===== src/rtl/clk_div_pkg.sv =====
// Shared definitions for the programmable clock divider: state encoding,
// minimum legal ratio and the ratio clamp applied on configuration accept.
package clk_div_pkg;

  localparam logic [0:0] ST_IDLE = 1'b0;
  localparam logic [0:0] ST_RUN  = 1'b1;

  localparam int unsigned MIN_DIV = 2;

  // Ratios below MIN_DIV cannot form a high and a low phase, so they are raised.
  function automatic logic [31:0] clamp_div(input logic [31:0] req);
    return (req < MIN_DIV) ? 32'(MIN_DIV) : req;
  endfunction

endpackage


===== src/rtl/clk_div_half_ext.sv =====
// Falling-edge stretch flop: extends the high phase by half a clk cycle for
// odd ratios so the divided clock keeps a 50% duty cycle.
module clk_div_half_ext (
  input  logic clk_i,
  input  logic rst_i,
  input  logic p_i,
  input  logic odd_i,
  output logic n_o
);

  logic n_q;

  always_ff @(negedge clk_i or posedge rst_i) begin
    if (rst_i) begin
      n_q <= 1'b0;
    end else begin
      n_q <= p_i & odd_i;
    end
  end

  assign n_o = n_q;

endmodule


===== src/rtl/clk_div_prog.sv =====
// Runtime-programmable 50% duty integer clock divider with glitch-free ratio
// reload and start/stop, both taking effect only at a period boundary.
module clk_div_prog
  import clk_div_pkg::*;
#(
  parameter int unsigned DIV_W       = 8,
  parameter int unsigned DIV_DEFAULT = 3
) (
  input  logic             clk_in,
  input  logic             rst,
  input  logic             en,
  input  logic             cfg_valid,
  input  logic [DIV_W-1:0] cfg_div,
  output logic             cfg_ready,
  output logic [DIV_W-1:0] cur_div,
  output logic             active,
  output logic             period_tick,
  output logic             clk_out
);

  localparam logic [DIV_W-1:0] DIV_RST = DIV_W'(DIV_DEFAULT);
  localparam logic [DIV_W-1:0] ONE     = DIV_W'(1);

  logic [0:0]       state_q,   state_d;
  logic [DIV_W-1:0] cur_div_q, cur_div_d;
  logic             cur_odd_q, cur_odd_d;
  logic [DIV_W-1:0] cnt_q,     cnt_d;
  logic             pend_q,    pend_d;
  logic [DIV_W-1:0] shadow_q,  shadow_d;
  logic             p_q,       p_d;
  logic             tick_q,    tick_d;

  logic             n_q;
  logic             accept;
  logic             at_bound;
  logic             apply;
  logic [DIV_W-1:0] eff_div;
  logic [DIV_W-1:0] half_div;
  logic [DIV_W-1:0] cnt_inc;
  logic [DIV_W-1:0] cfg_clamped;

  assign cfg_clamped = DIV_W'(clamp_div(32'(cfg_div)));
  assign accept      = cfg_valid & ~pend_q;

  // IDLE counts as a boundary every cycle so a pending ratio lands before the first period.
  assign at_bound = (state_q == ST_RUN) ? (cnt_q == (cur_div_q - ONE)) : 1'b1;
  assign apply    = pend_q & at_bound;
  assign eff_div  = apply ? shadow_q : cur_div_q;
  assign half_div = cur_div_q >> 1;
  assign cnt_inc  = cnt_q + ONE;

  always_comb begin
    state_d   = state_q;
    cur_div_d = cur_div_q;
    cur_odd_d = cur_odd_q;
    cnt_d     = cnt_q;
    pend_d    = pend_q;
    shadow_d  = shadow_q;
    p_d       = p_q;
    tick_d    = 1'b0;

    if (apply) begin
      cur_div_d = shadow_q;
      cur_odd_d = shadow_q[0];
      pend_d    = 1'b0;
    end

    if (accept) begin
      pend_d   = 1'b1;
      shadow_d = cfg_clamped;
    end

    if (at_bound) begin
      if (en) begin
        state_d = ST_RUN;
        cnt_d   = '0;
        p_d     = 1'b1;
        tick_d  = 1'b1;
      end else begin
        // Park so that a later enable restarts cleanly from the boundary.
        state_d = ST_IDLE;
        cnt_d   = eff_div - ONE;
        p_d     = 1'b0;
      end
    end else begin
      cnt_d = cnt_inc;
      p_d   = (cnt_inc < half_div);
    end
  end

  always_ff @(posedge clk_in or posedge rst) begin
    if (rst) begin
      state_q   <= ST_IDLE;
      cur_div_q <= DIV_RST;
      cur_odd_q <= DIV_RST[0];
      cnt_q     <= DIV_RST - ONE;
      pend_q    <= 1'b0;
      shadow_q  <= DIV_RST;
      p_q       <= 1'b0;
      tick_q    <= 1'b0;
    end else begin
      state_q   <= state_d;
      cur_div_q <= cur_div_d;
      cur_odd_q <= cur_odd_d;
      cnt_q     <= cnt_d;
      pend_q    <= pend_d;
      shadow_q  <= shadow_d;
      p_q       <= p_d;
      tick_q    <= tick_d;
    end
  end

  clk_div_half_ext u_half_ext (
    .clk_i (clk_in),
    .rst_i (rst),
    .p_i   (p_q),
    .odd_i (cur_odd_q),
    .n_o   (n_q)
  );

  assign clk_out     = p_q | n_q;
  assign cfg_ready   = ~pend_q;
  assign cur_div     = cur_div_q;
  assign active      = (state_q == ST_RUN);
  assign period_tick = tick_q;

endmodule


===== config.mk =====
export PLATFORM = sky130hd
export DESIGN_NAME = clk_div_prog
export DESIGN_NICKNAME = d
export VERILOG_FILES = /design/src/rtl/clk_div_pkg.sv /design/src/rtl/clk_div_half_ext.sv /design/src/rtl/clk_div_prog.sv
export SDC_FILE = /design/constraint.sdc
export NUM_CORES = 1
export LEC_CHECK = 0
export ABC_CLOCK_PERIOD_IN_PS = 7000
export CAP_MARGIN = 20
export CORE_ASPECT_RATIO = 1.5
export CORE_UTILIZATION = 55
export DETAILED_ROUTE_END_ITERATION = 10
export DONT_BUFFER_PORTS = 1
export PLACE_DENSITY = 0.7
export SYNTH_ARGS = -nofsm -noshare
export SYNTH_HDL_FRONTEND = slang
export SYNTH_SLANG_ARGS = --single-unit
export TNS_END_PERCENT = 10

===== constraint.sdc =====
create_clock -name clk_in -period 7 [get_ports clk_in]
set_input_delay 0 -clock clk_in [delete_from_list [all_inputs] [get_ports clk_in]]
set_output_delay 0 -clock clk_in [all_outputs]
set_load 0.01 [all_outputs]

# == Word level (Yosys, flattened, before mapping) ==
# Index checks and enable logic that the tools add are counted.
# classes
add_sub_neg,3
order_cmp,2
n_eq_ne,1
mux,10
bitwise,5
reduce_logical,1
# ops
cell,count
2-to-1 mux 8 bit,4
"subtractor 8 x 1 -> 8 bit, second input constant",2
"adder 8 x 1 -> 8 bit, second input constant",1
equality test 8 bit,1
"less-than comparator 8 x 2 -> 1 bit, second input constant",1
less-than comparator 8 x 7 -> 1 bit,1
2-to-1 mux 1 bit,6
bitwise AND 1 bit,3
nonzero test 2 bit,1
inverter 1 bit,1
bitwise OR 1 bit,1
# word_totals
ff_bits,30
in_bits,12
output_inout_bits,12
word_cells,31

# == Longest topological paths before layout ==
# Gate-level depths: netlist of the first run.
# depth
word_depth,8
ltp_mapped,17
mapped_depth_nobuf,16

# == Cells and area by module ==
# A second synthesis of the first run with hierarchy kept.
# unflattened
cells_unflattened,266
hier_area_um2,2277.2
# modules_own_cells
module,instances,cells_per_inst,area_per_inst_um2,seq_area_each_um2
clk_div_prog,1,263,2242.2,733.2
clk_div_half_ext,1,3,35.0,25.0

==> results of run 1 <==
timing repair:
item                                    4_1_cts  5_1_grt
hold buffers                                 11        0
hold endpoints to repair                     37        0
endpoints found under the setup margin        0        0
area by class of cell:
cell class	count	area (um^2)	share of cell area, %
Clock buffer	8	90.1	3.86
Inverter	14	52.6	2.25
Tap cell	43	53.8	2.31
Multi-Input combinational cell	150	1240	53.1
Sequential cell	30	758	32.5
Timing Repair Buffer	12	138	5.90
cells in the mapped netlist, drive strengths merged (2+ instances only):
master | number | area, um^2
a211oi | 3 | 22.5
and3 | 2 | 12.5
buf | 6 | 52.5
clkbuf | 2 | 8.75
dfrtp | 23 | 576
dfstp | 6 | 158
ha | 9 | 113
inv | 14 | 52.6
mux2 | 18 | 229
mux2i | 8 | 80.1
nand2 | 11 | 56.3
nand3 | 9 | 45.0
nor2 | 10 | 37.5
nor3 | 10 | 50.1
nor4 | 3 | 18.8
o2111ai | 2 | 17.5
o211ai | 4 | 43.8
o21a | 5 | 37.5
o21ai | 6 | 30.0
o21bai | 2 | 15.0
or2 | 2 | 12.5
or3 | 3 | 18.8
xnor2 | 11 | 96.3
xnor3 | 2 | 45.0
xor2 | 11 | 96.3
tightest hold or removal path, cell delays in order:
cell     delay (ns)
nor4_1         0.03
nand2_1        0.07
nand3_1        0.08
o21ai_0        0.07
layer usage:
layer  vias up  GRT usage [%]
li1        740              -
met1       789           33.4
met2        28           44.4
met3         7           4.12
met4         0           8.68
met5         -              0
cells by family (layout without fill, tap and decap cells):
| kind of cell | count (synthesis) | after routing |
|---|---|---|
| AO/OA/AOI/OAI | 32 | 32 |
| AND/OR/NAND/NOR | 59 | 59 |
| multiplexers | 26 | 26 |
| flip-flops | 30 | 30 |
| XOR/XNOR | 24 | 24 |
| buffers and inverters | 22 | 34 |
| adder cells (fa/ha/maj) | 9 | 9 |
through the flow:
step	hold slack [ns]	power (uW)	utilization (%)
2_1_floorplan	0.0863	194	-
3_3_place_gp	0.104	197	57.1
3_5_place_dp	0.115	198	57.1
4_1_cts	0.0186	342	62.6
5_1_grt	0.0306	355	63.3
6_report	0.0120	342	63.3
power by group through the flow:
stage	clock, uW	sequential, uW	combinational, uW
global placement	0	184	13.4
floorplan	0	182	11.3
CTS	142	181	19.0
global route	150	181	23.5
finish	140	181	21.1
detailed placement	0	184	13.7
path summary, 6_finish.rpt:
check,to,slack (ns),cells past startpoint
max in group asynchronous,u_half_ext.n_o,3.23,2
setup reg to reg,u_half_ext.n_o,2.85,1
setup / recovery,clk_out,2.60,1
hold reg to reg,cur_div[7],0.56,1
hold / removal,shadow_q[0],0.01,4
min in group asynchronous,active,0.12,2
==> results.py, run 1 <==
metrics = {
    "sta": {
        "drv_slew": 0,
        "worst_slew_pin_slew_ns": 0.780,
        "setup_viol": 0,
        "max_slew_margin_pct": 47.9,
        "rsz0062_at_grt": "no",
        "clock_skew_ns": 0.00953,
        "setup_ws_ns": 2.60,
        "hold_viol_final": 0,
        "setup_tns_ns": 0,
    },
    "placement": {
        "gp_congestion": 0.896,
        "post-place-ws_ns": 2.68,
        "dp_hpwl_um": 3430,
        "placed_area_mm2": 0.00210,
        "place_inst": 237,
        "portBuffers": 0,
    },
    "power": {
        "p_clk_share_pct": 41.0,
        "power.leakage_uw": 0.00107,
        "switching_power_uw": 74.2,
        "comb_power_share_pct": 6.2,
        "power.density_mw_per_mm2": 147,
        "power_frac_seq_pct": 52.8,
        "irDropWorstVdd_uv": 144,
        "cellInternalPower_uw": 268,
        "switching_share_pct": 21.7,
    },
    "clock_network": {
        "cts_buffer_depth": 2,
        "cts.sinks": 30,
        "insertion_delay_ns": 0.28,
        "cts_tree": "yes",
        "cts_resized": 0,
        "post_cts_buffers": 0,
        "cts_root_buffer": "clkbuf_8",
        "path_clk_slew_ns": 0.06,
        "cts_htree_levels": 2,
        "numCtsBuffers": 5,
    },
    "final_layout": {
        "layout-drive-gt1-share_pct": 17.3,
        "fillers": 307,
        "final_cells": 257,
        "final_area_mm2": 0.00233,
        "nNetsFinal": 234,
        "antennaDiodeCount": 0,
        "final_cell_mix": "dfrtp_1 (23), inv_1 (14)",
        "final_common_cell": "dfrtp_1",
        "syn2layout_area_growth_pct": 10.4,
    },
    "min_path": {
        "hp-class": "input port to flip-flop",
        "hold_path_startpoint": "cfg_div[2]",
    },
    "run_status": {
        "outcome": "complete, no violations",
    },
    "logic_synthesis": {
        "yosys_register_bits": 30,
        "netlist_area_mm2": 0.00211,
        "synth_nets": 223,
        "synthSimpleGateAreaFrac_pct": 15.0,
        "synthXorXnorAreaFrac_pct": 11.3,
        "synth_warnings": 0,
        "ys_seq_area_share_pct": 35.9,
        "synth_ff_type": "dfrtp_1",
        "synth_area_per_cell_um2": 10.4,
        "syn_inst": 202,
        "synth_edf_count": 0,
        "synth_top_family_by_area": "simple AND/OR/NAND/NOR gates",
        "synthArstFlopShare_pct": 100,
        "synth-compound-area-share_pct": 12.4,
        "synth_mux_area_share_pct": 14.6,
        "synth_fa_ha_area_share_pct": 5.33,
        "synth_cell_types": 51,
    },
    "worst_setup_path": {
        "crit_type": "flip-flop to output port",
        "r2r_start": "p_q",
        "slowest_delay_ns": 0.32,
        "cp-start-kind": "flip-flop",
        "cp-end-kind": "output port",
        "crit_buf_inv": 0,
        "critical_path.max_fanout": 1,
        "cp.arrival_ns": 4.40,
        "critPathSlowestCell": "dfrtn_1",
        "crit_chain": "or2_2",
        "cp-startpoint": "u_half_ext.n_o",
        "crit_family": "flip-flops",
        "crit_required_ns": 7.00,
    },
    "detailed_routing": {
        "drtPass1Iterations": 4,
        "ant_nets": 0,
        "dr_total_vias": 1564,
        "met2_wirelength_um": 2570,
        "wl_per_cell_um": 18.6,
        "routed_via_density": 6.09,
        "drc": 0,
        "drt_wl_total_um": 4780,
        "wl_met1_um": 1990,
        "dr_wl_met3_um": 131,
        "drtIter0Drc": 82,
        "top_layer": "met4",
    },
    "global_routing": {
        "grt_max_degree": 31,
        "grt_pass1_vias": 1577,
        "grt_pass1_wl_um": 7850,
        "globalRouteOverflowTotal": 0,
        "gr-usage-all-layers_pct": 26.4,
        "antenna_found_initial": 0,
    },
    "floorplan": {
        "initial_core_util_pct": 57.3,
        "top_level_ports": 24,
        "die_h_um": 77.9,
        "die_x_um": 52.6,
        "core_mm2": 0.00368,
        "rows": 27,
        "dieArea_mm2": 0.00409,
    },
    "flow_run": {
        "maxCapViolations": 0,
    },
}
Power figures use the tool's default switching activity.
==> run 2, diff against run 1 <==
Settings changed: ABC_AREA set to 1, ABC_CLOCK_PERIOD_IN_PS 7000 to 3850, PLACE_DENSITY 0.7 to 0.73.
Clock period 7 ns to 3.85 ns, I/O delays scaled along.
==> results.py, run 2 <==
metrics = {
    "floorplan": {
        "die_x_um": 50.3,
        "die_h_um": 74.4,
        "initial_core_util_pct": 59.0,
        "top_level_ports": 24,
        "rows": 25,
        "dieArea_mm2": 0.00374,
        "core_mm2": 0.00325,
    },
    "sta": {
        "fmax_ghz": 0.331,
        "worst_slew_pin_slew_ns": 0.589,
        "setup_tns_ns": 0,
        "period_minus_slack_ns": 3.02,
        "rsz0062_at_grt": "no",
        "max_slew_margin_pct": 60.6,
        "hold_viol_final": 0,
        "worst_hold_slack_ns": 0.0455,
        "fin_crit_sh_pct": 78.5,
        "setup_viol": 0,
        "drv_slew": 0,
        "clock_skew_ns": 0.00879,
    },
    "clock_network": {
        "ctsHoldBuffers": 11,
        "cts_htree_levels": 2,
        "path_clk_slew_ns": 0.06,
        "cts_root_buffer": "clkbuf_8",
        "cts.sinks": 30,
        "post_cts_buffers": 0,
        "numCtsBuffers": 5,
        "insertion_delay_ns": 0.29,
        "cts_tree": "yes",
        "cts_resized": 0,
        "cts_buffer_depth": 2,
    },
    "final_layout": {
        "layout-drive-gt1-share_pct": 11.3,
        "final_area_mm2": 0.00217,
        "multi_input_area_um2": 982,
        "fillers": 296,
        "final_common_cell": "nand2_1",
        "syn2layout_area_growth_pct": 13.2,
        "final_cell_mix": "nand2_1 (100), inv_1 (38), nor2_1 (25), dfrtp_1 (23), nand3_1 (21)",
        "nNetsFinal": 312,
        "final_cells": 332,
        "antennaDiodeCount": 0,
        "seq_area_um2": 758,
    },
    "worst_setup_path": {
        "crit_type": "flip-flop to flip-flop",
        "crit_buf_inv": 3,
        "crit_family": "simple AND/OR/NAND/NOR gates",
        "slowest_delay_ns": 0.60,
        "cp.arrival_ns": 3.18,
        "crit_required_ns": 4.00,
        "cp-end-kind": "flip-flop",
        "critical_path.max_fanout": 12,
        "crit_path_frequent_cell": "nand2_1",
        "cp-start-kind": "flip-flop",
        "critPathSlowestCell": "dfstp_2",
        "crit_chain": "inv_2 > ha_1 > nand2_1 > nor2_1 > nand2_1 > nand2_1 > nand3_1 > nand2_1 > nor2_1 > nand2_1 > nand2_2 > nand2_2 > nand2_1 > nand2_1 > inv_1 > ha_1 > inv_1 > nor2_2 > nand2_1 > nand3_1 > o21ai_0",
    },
    "power": {
        "power_frac_seq_pct": 34.5,
        "comb_power_share_pct": 49.1,
        "power.density_mw_per_mm2": 851,
        "power.leakage_uw": 0.00116,
        "cellInternalPower_uw": 1010,
        "irDropWorstVdd_uv": 560,
        "switching_share_pct": 45.3,
        "p_clk_share_pct": 16.4,
        "switching_power_uw": 839,
    },
    "logic_synthesis": {
        "synthSimpleGateAreaFrac_pct": 36.9,
        "synth_warnings": 0,
        "synth_edf_count": 0,
        "synth_top_area_share_pct": 30.0,
        "synth_cell_types": 32,
        "synth_nets": 296,
        "synth.most_common_cell": "nand2_1",
        "syn_inst": 275,
        "synthArstFlopShare_pct": 100,
        "yosys_register_bits": 30,
        "synth_fa_ha_area_share_pct": 5.86,
        "synth-compound-area-share_pct": 6.12,
        "synthXorXnorAreaFrac_pct": 2.28,
        "synth_mux_area_share_pct": 0,
        "synth_area_leaders": "dfrtp_1 (30%), nand2_1 (20%), dfstp_2 (8.2%)",
        "synth_ff_type": "dfrtp_1",
        "synth_area_per_cell_um2": 6.98,
        "synth_top_family_by_area": "simple AND/OR/NAND/NOR gates",
        "yosysTopAreaCell": "dfrtp_1",
        "netlist_area_mm2": 0.00192,
        "ys_seq_area_share_pct": 39.5,
        "synthTopCellsByCount": "nand2_1 (100), inv_1 (38), nor2_1 (25)",
    },
    "placement": {
        "placed_area_mm2": 0.00196,
        "dp_hpwl_um": 3100,
        "gp_congestion": 0.848,
        "portBuffers": 0,
        "place_inst": 313,
    },
    "global_routing": {
        "globalRouteOverflowTotal": 0,
        "grt_pass1_vias": 1699,
        "gr-usage-all-layers_pct": 25.7,
        "grt_max_degree": 31,
        "antenna_found_initial": 0,
        "grt_pass1_wl_um": 7050,
    },
    "detailed_routing": {
        "routed_via_density": 5.06,
        "drtIter0Drc": 16,
        "ant_nets": 0,
        "wl_per_cell_um": 12.3,
        "drt_wl_total_um": 4090,
        "drc": 0,
        "dr_total_vias": 1680,
        "drtPass1Iterations": 4,
    },
    "min_path": {
        "hp-class": "input port to flip-flop",
    },
    "flow_run": {
        "maxCapViolations": 0,
    },
    "run_status": {
        "outcome": "complete, no violations",
    },
}
==> run 2: changes by cell type in the layout (fill, tap and decap cells not counted), sizes merged, moves of 7 or more <==
cell	previous run	this run
nand2	11	105
inv	14	42
nor2	10	29
mux2	18	0
nand3	9	23
xnor2	11	1
mux2i	8	0
o21ai	6	14
nor3	10	3
xor2	11	4
==> run 2: power groups by stage <==
stage	logic [uW]	registers, uW	clock network (uW)
after floorplan	734	603	0
after global placement	879	640	0
after detailed placement	894	642	0
after CTS	909	638	308
after global routing	1060	663	329
final	909	639	304
==> run 2: area by class of cell <==
class                      instances  area share [%]
timing repair buffer              12            5.41
sequential                        30            34.9
multi-input combinational        200            45.2
inverter                          42            7.25
clock inverter                     3            1.84
tap                               40            2.30
clock buffer                       5            3.16
==> run 2: routing by layer <==
metal / wire (um) / GRT usage, % / up-vias
met1: 1540 / 24.7 / 760
met2: 2370 / 52.3 / 29
met4: 63 / 7.94 / 0
li1: - / - / 885
met3: 124 / 5.73 / 6
met5: 0 / 0 / -
==> run 2: worst reg2reg max path, delay by kind of cell (launching register included) <==
kind / cells / cell delay, ns
flip-flops: 1 / 0.60
adder cells (fa/ha/maj): 2 / 0.41
AO/OA/AOI/OAI: 1 / 0.07
buffers and inverters: 3 / 0.25
AND/OR/NAND/NOR: 15 / 1.54
==> run 2: path summary, 6_finish.rpt <==
path,start,endpoint,slack [ns],depth (start not counted)
setup / recovery,cur_div[0],cnt_q[4],0.83,21
hold / removal,cfg_valid,shadow_q[2],0.05,4
setup reg to reg,cur_div[0],cnt_q[4],0.83,21
hold reg to reg,shadow_q[3],shadow_q[3],0.46,2
max in group asynchronous,rst,u_half_ext.n_o,1.52,3
min in group asynchronous,rst,period_tick,0.23,3
==> run 2: cell families after synthesis <==
kind of cell,after synthesis
AOI/OAI and AO/OA,21
xor gates and xnor gates,5
adders and majority gates,9
buffers and inverters,45
DFF,30
and+or+nand+nor,165
==> run 2: through the flow <==
stage / total power, uW / util (%) / worst slack, ns
finish: 1850 / 66.8 / 0.826
global route: 2050 / 66.8 / 0.539
CTS: 1860 / 66.8 / 0.823
detailed placement: 1540 / 60.1 / 0.831
global placement: 1520 / 60.1 / 0.896
floorplan: 1340 / - / 1.28
==> run 3, diff against run 2 <==
Settings changed: ABC_AREA 1 to 0, ABC_CLOCK_PERIOD_IN_PS 3850 to 2700.
Clock period 3.85 ns to 2.7 ns, I/O delays scaled along.
==> results.py, run 3 (same netlist as run 1, synthesis figures left out) <==
metrics = {
    "final_layout": {
        "antennaDiodeCount": 0,
        "syn2layout_area_growth_pct": 27.6,
        "seq_area_um2": 758,
        "layout-drive-gt1-share_pct": 35.0,
        "final_common_cell": "buf_4",
        "final_cell_mix": "buf_4 (46), dfrtp_1 (23), inv_1 (12), dlygate4sd3_1 (12)",
        "multi_input_area_mm2": 0.00127,
        "final_cells": 303,
        "final_area_mm2": 0.00269,
        "fillers": 260,
        "nNetsFinal": 280,
    },
    "run_status": {
        "violations": "setup timing",
        "outcome": "finished with violations",
    },
    "worst_setup_path": {
        "crit_chain": "inv_2 > ha_4 > or4b_4 > nor3_2 > a311o_1 > o211ai_4 > nand2_4 > nand2_4 > mux2i_2 > ha_2 > nand2_1 > nor2_1 > o2111ai_1 > o211ai_1 > xor2_1 > o21ai_0",
        "crit_type": "flip-flop to flip-flop",
        "critPathSlowestCell": "dfstp_2",
        "crit_buf_inv": 1,
        "cp-startpoint": "cur_div[0]",
        "r2r_end": "cnt_q[6]",
        "r2r_start": "cur_div[0]",
        "rr_worst_depth": 16,
        "critical_path.max_fanout": 6,
        "cp.depth": 16,
        "cp-end-kind": "flip-flop",
        "cp-start-kind": "flip-flop",
        "cp.arrival_ns": 3.34,
        "slowest_delay_ns": 0.55,
        "crit_family": "simple AND/OR/NAND/NOR gates",
        "crit_required_ns": 2.86,
        "crit_end": "cnt_q[6]",
        "worst-r2r-setup-slack_ns": -0.48,
        "crit_path_frequent_cell": "nand2_4",
    },
    "detailed_routing": {
        "dr_total_vias": 1867,
        "wl_per_cell_um": 20.3,
        "drtIter0Drc": 77,
        "drt_wl_total_um": 6150,
        "drtPass1Iterations": 4,
        "drc": 0,
        "ant_nets": 0,
        "routed_via_density": 6.16,
    },
    "flow_run": {
        "maxCapViolations": 0,
    },
    "placement": {
        "placed_area_mm2": 0.00243,
        "dp_hpwl_um": 4160,
        "gp_congestion": 0.918,
        "place_inst": 279,
        "portBuffers": 0,
    },
    "sta": {
        "fmax_ghz": 0.314,
        "setup_viol": 4,
        "drv_slew": 0,
        "worst_slew_pin_slew_ns": 0.828,
        "max_slew_margin_pct": 44.7,
        "period_minus_slack_ns": 3.18,
        "setup_ws_ns": -0.481,
        "hold_viol_final": 0,
        "clock_skew_ns": 0.00883,
        "rsz0062_at_grt": "yes",
        "fin_crit_sh_pct": 118,
    },
    "clock_network": {
        "numCtsBuffers": 5,
        "cts_root_buffer": "clkbuf_8",
        "cts_htree_levels": 2,
        "cts.sinks": 30,
        "cts_tree": "yes",
        "cts_buffer_depth": 2,
        "path_clk_slew_ns": 0.07,
        "insertion_delay_ns": 0.29,
    },
    "power": {
        "irDropWorstVdd_uv": 312,
        "power.leakage_uw": 0.00130,
        "power.density_mw_per_mm2": 336,
    },
    "global_routing": {
        "grt_pass1_wl_um": 9450,
        "globalRouteOverflowTotal": 0,
        "grt_pass1_vias": 2005,
        "gr-usage-all-layers_pct": 32.0,
        "antenna_found_initial": 0,
        "grt_max_degree": 31,
    },
    "floorplan": {
        "dieArea_mm2": 0.00409,
        "core_mm2": 0.00368,
        "die_x_um": 52.6,
        "rows": 27,
        "top_level_ports": 24,
        "die_h_um": 77.9,
        "initial_core_util_pct": 57.3,
    },
    "min_path": {
        "hp-class": "input port to flip-flop",
    },
}
==> run 3: layer usage <==
layer	routed length (um)	GRT usage (%)	share of wire (%)	vias to the layer above
met2	3380	58.1	55	91
met5	0	0	0	-
met3	290	4.31	4.7	22
met4	261	15.3	4.2	0
met1	2210	34.3	36	916
li1	-	-	-	838
==> run 3: worst min path at each step <==
stage / start / endpoint / slack (ns) / cells past startpoint
floorplan: rst / active / 0.09 / 1
global placement: rst / p_q / -0.01 / 2
detailed placement: rst / p_q / -0.01 / 2
CTS: en / cnt_q[5] / 0.03 / 2
global route: en / cnt_q[3] / 0.04 / 2
finish: en / cnt_q[3] / 0.03 / 2
==> run 3: final cells by class <==
| class | count | share of cell area [%] |
|---|---|---|
| Sequential cell | 30 | 28.1 |
| Inverter | 14 | 1.95 |
| Tap cell | 43 | 2.00 |
| Clock inverter | 1 | 0.186 |
| Multi-Input combinational cell | 150 | 47.2 |
| Timing Repair Buffer | 58 | 17.3 |
| Clock buffer | 7 | 3.20 |
==> run 3: power by group <==
part | switching, uW | total (uW) | internal (uW)
Sequential | 11.2 | 469 | 458
Clock | 176 | 381 | 206
Combinational | 25.9 | 53.2 | 27.4
==> run 3: timing repair <==
action | in CTS | in global routing
buffers inserted | 3 | 1
resized for setup | 4 | 2
gates cloned | 0 | 0
endpoints found under the setup margin | 4 | 6
pin swaps | 3 | 3
hold buffers | 12 | 0
hold endpoints to repair | 42 | 0
==> run 3: through the flow <==
step | TNS, ns | util (%) | setup slack (ns) | hold slack (ns) | power [uW]
finish | -1.44 | 73.2 | -0.481 | 0.0326 | 904
global route | -2.05 | 73.2 | -0.666 | 0.0391 | 920
CTS | -0.940 | 72.8 | -0.349 | 0.0350 | 903
detailed placement | -1.01 | 66.1 | -0.418 | -0.0119 | 514
global placement | -0.563 | 66.1 | -0.235 | -0.0146 | 513
floorplan | -1.35 | - | -0.534 | 0.0863 | 502
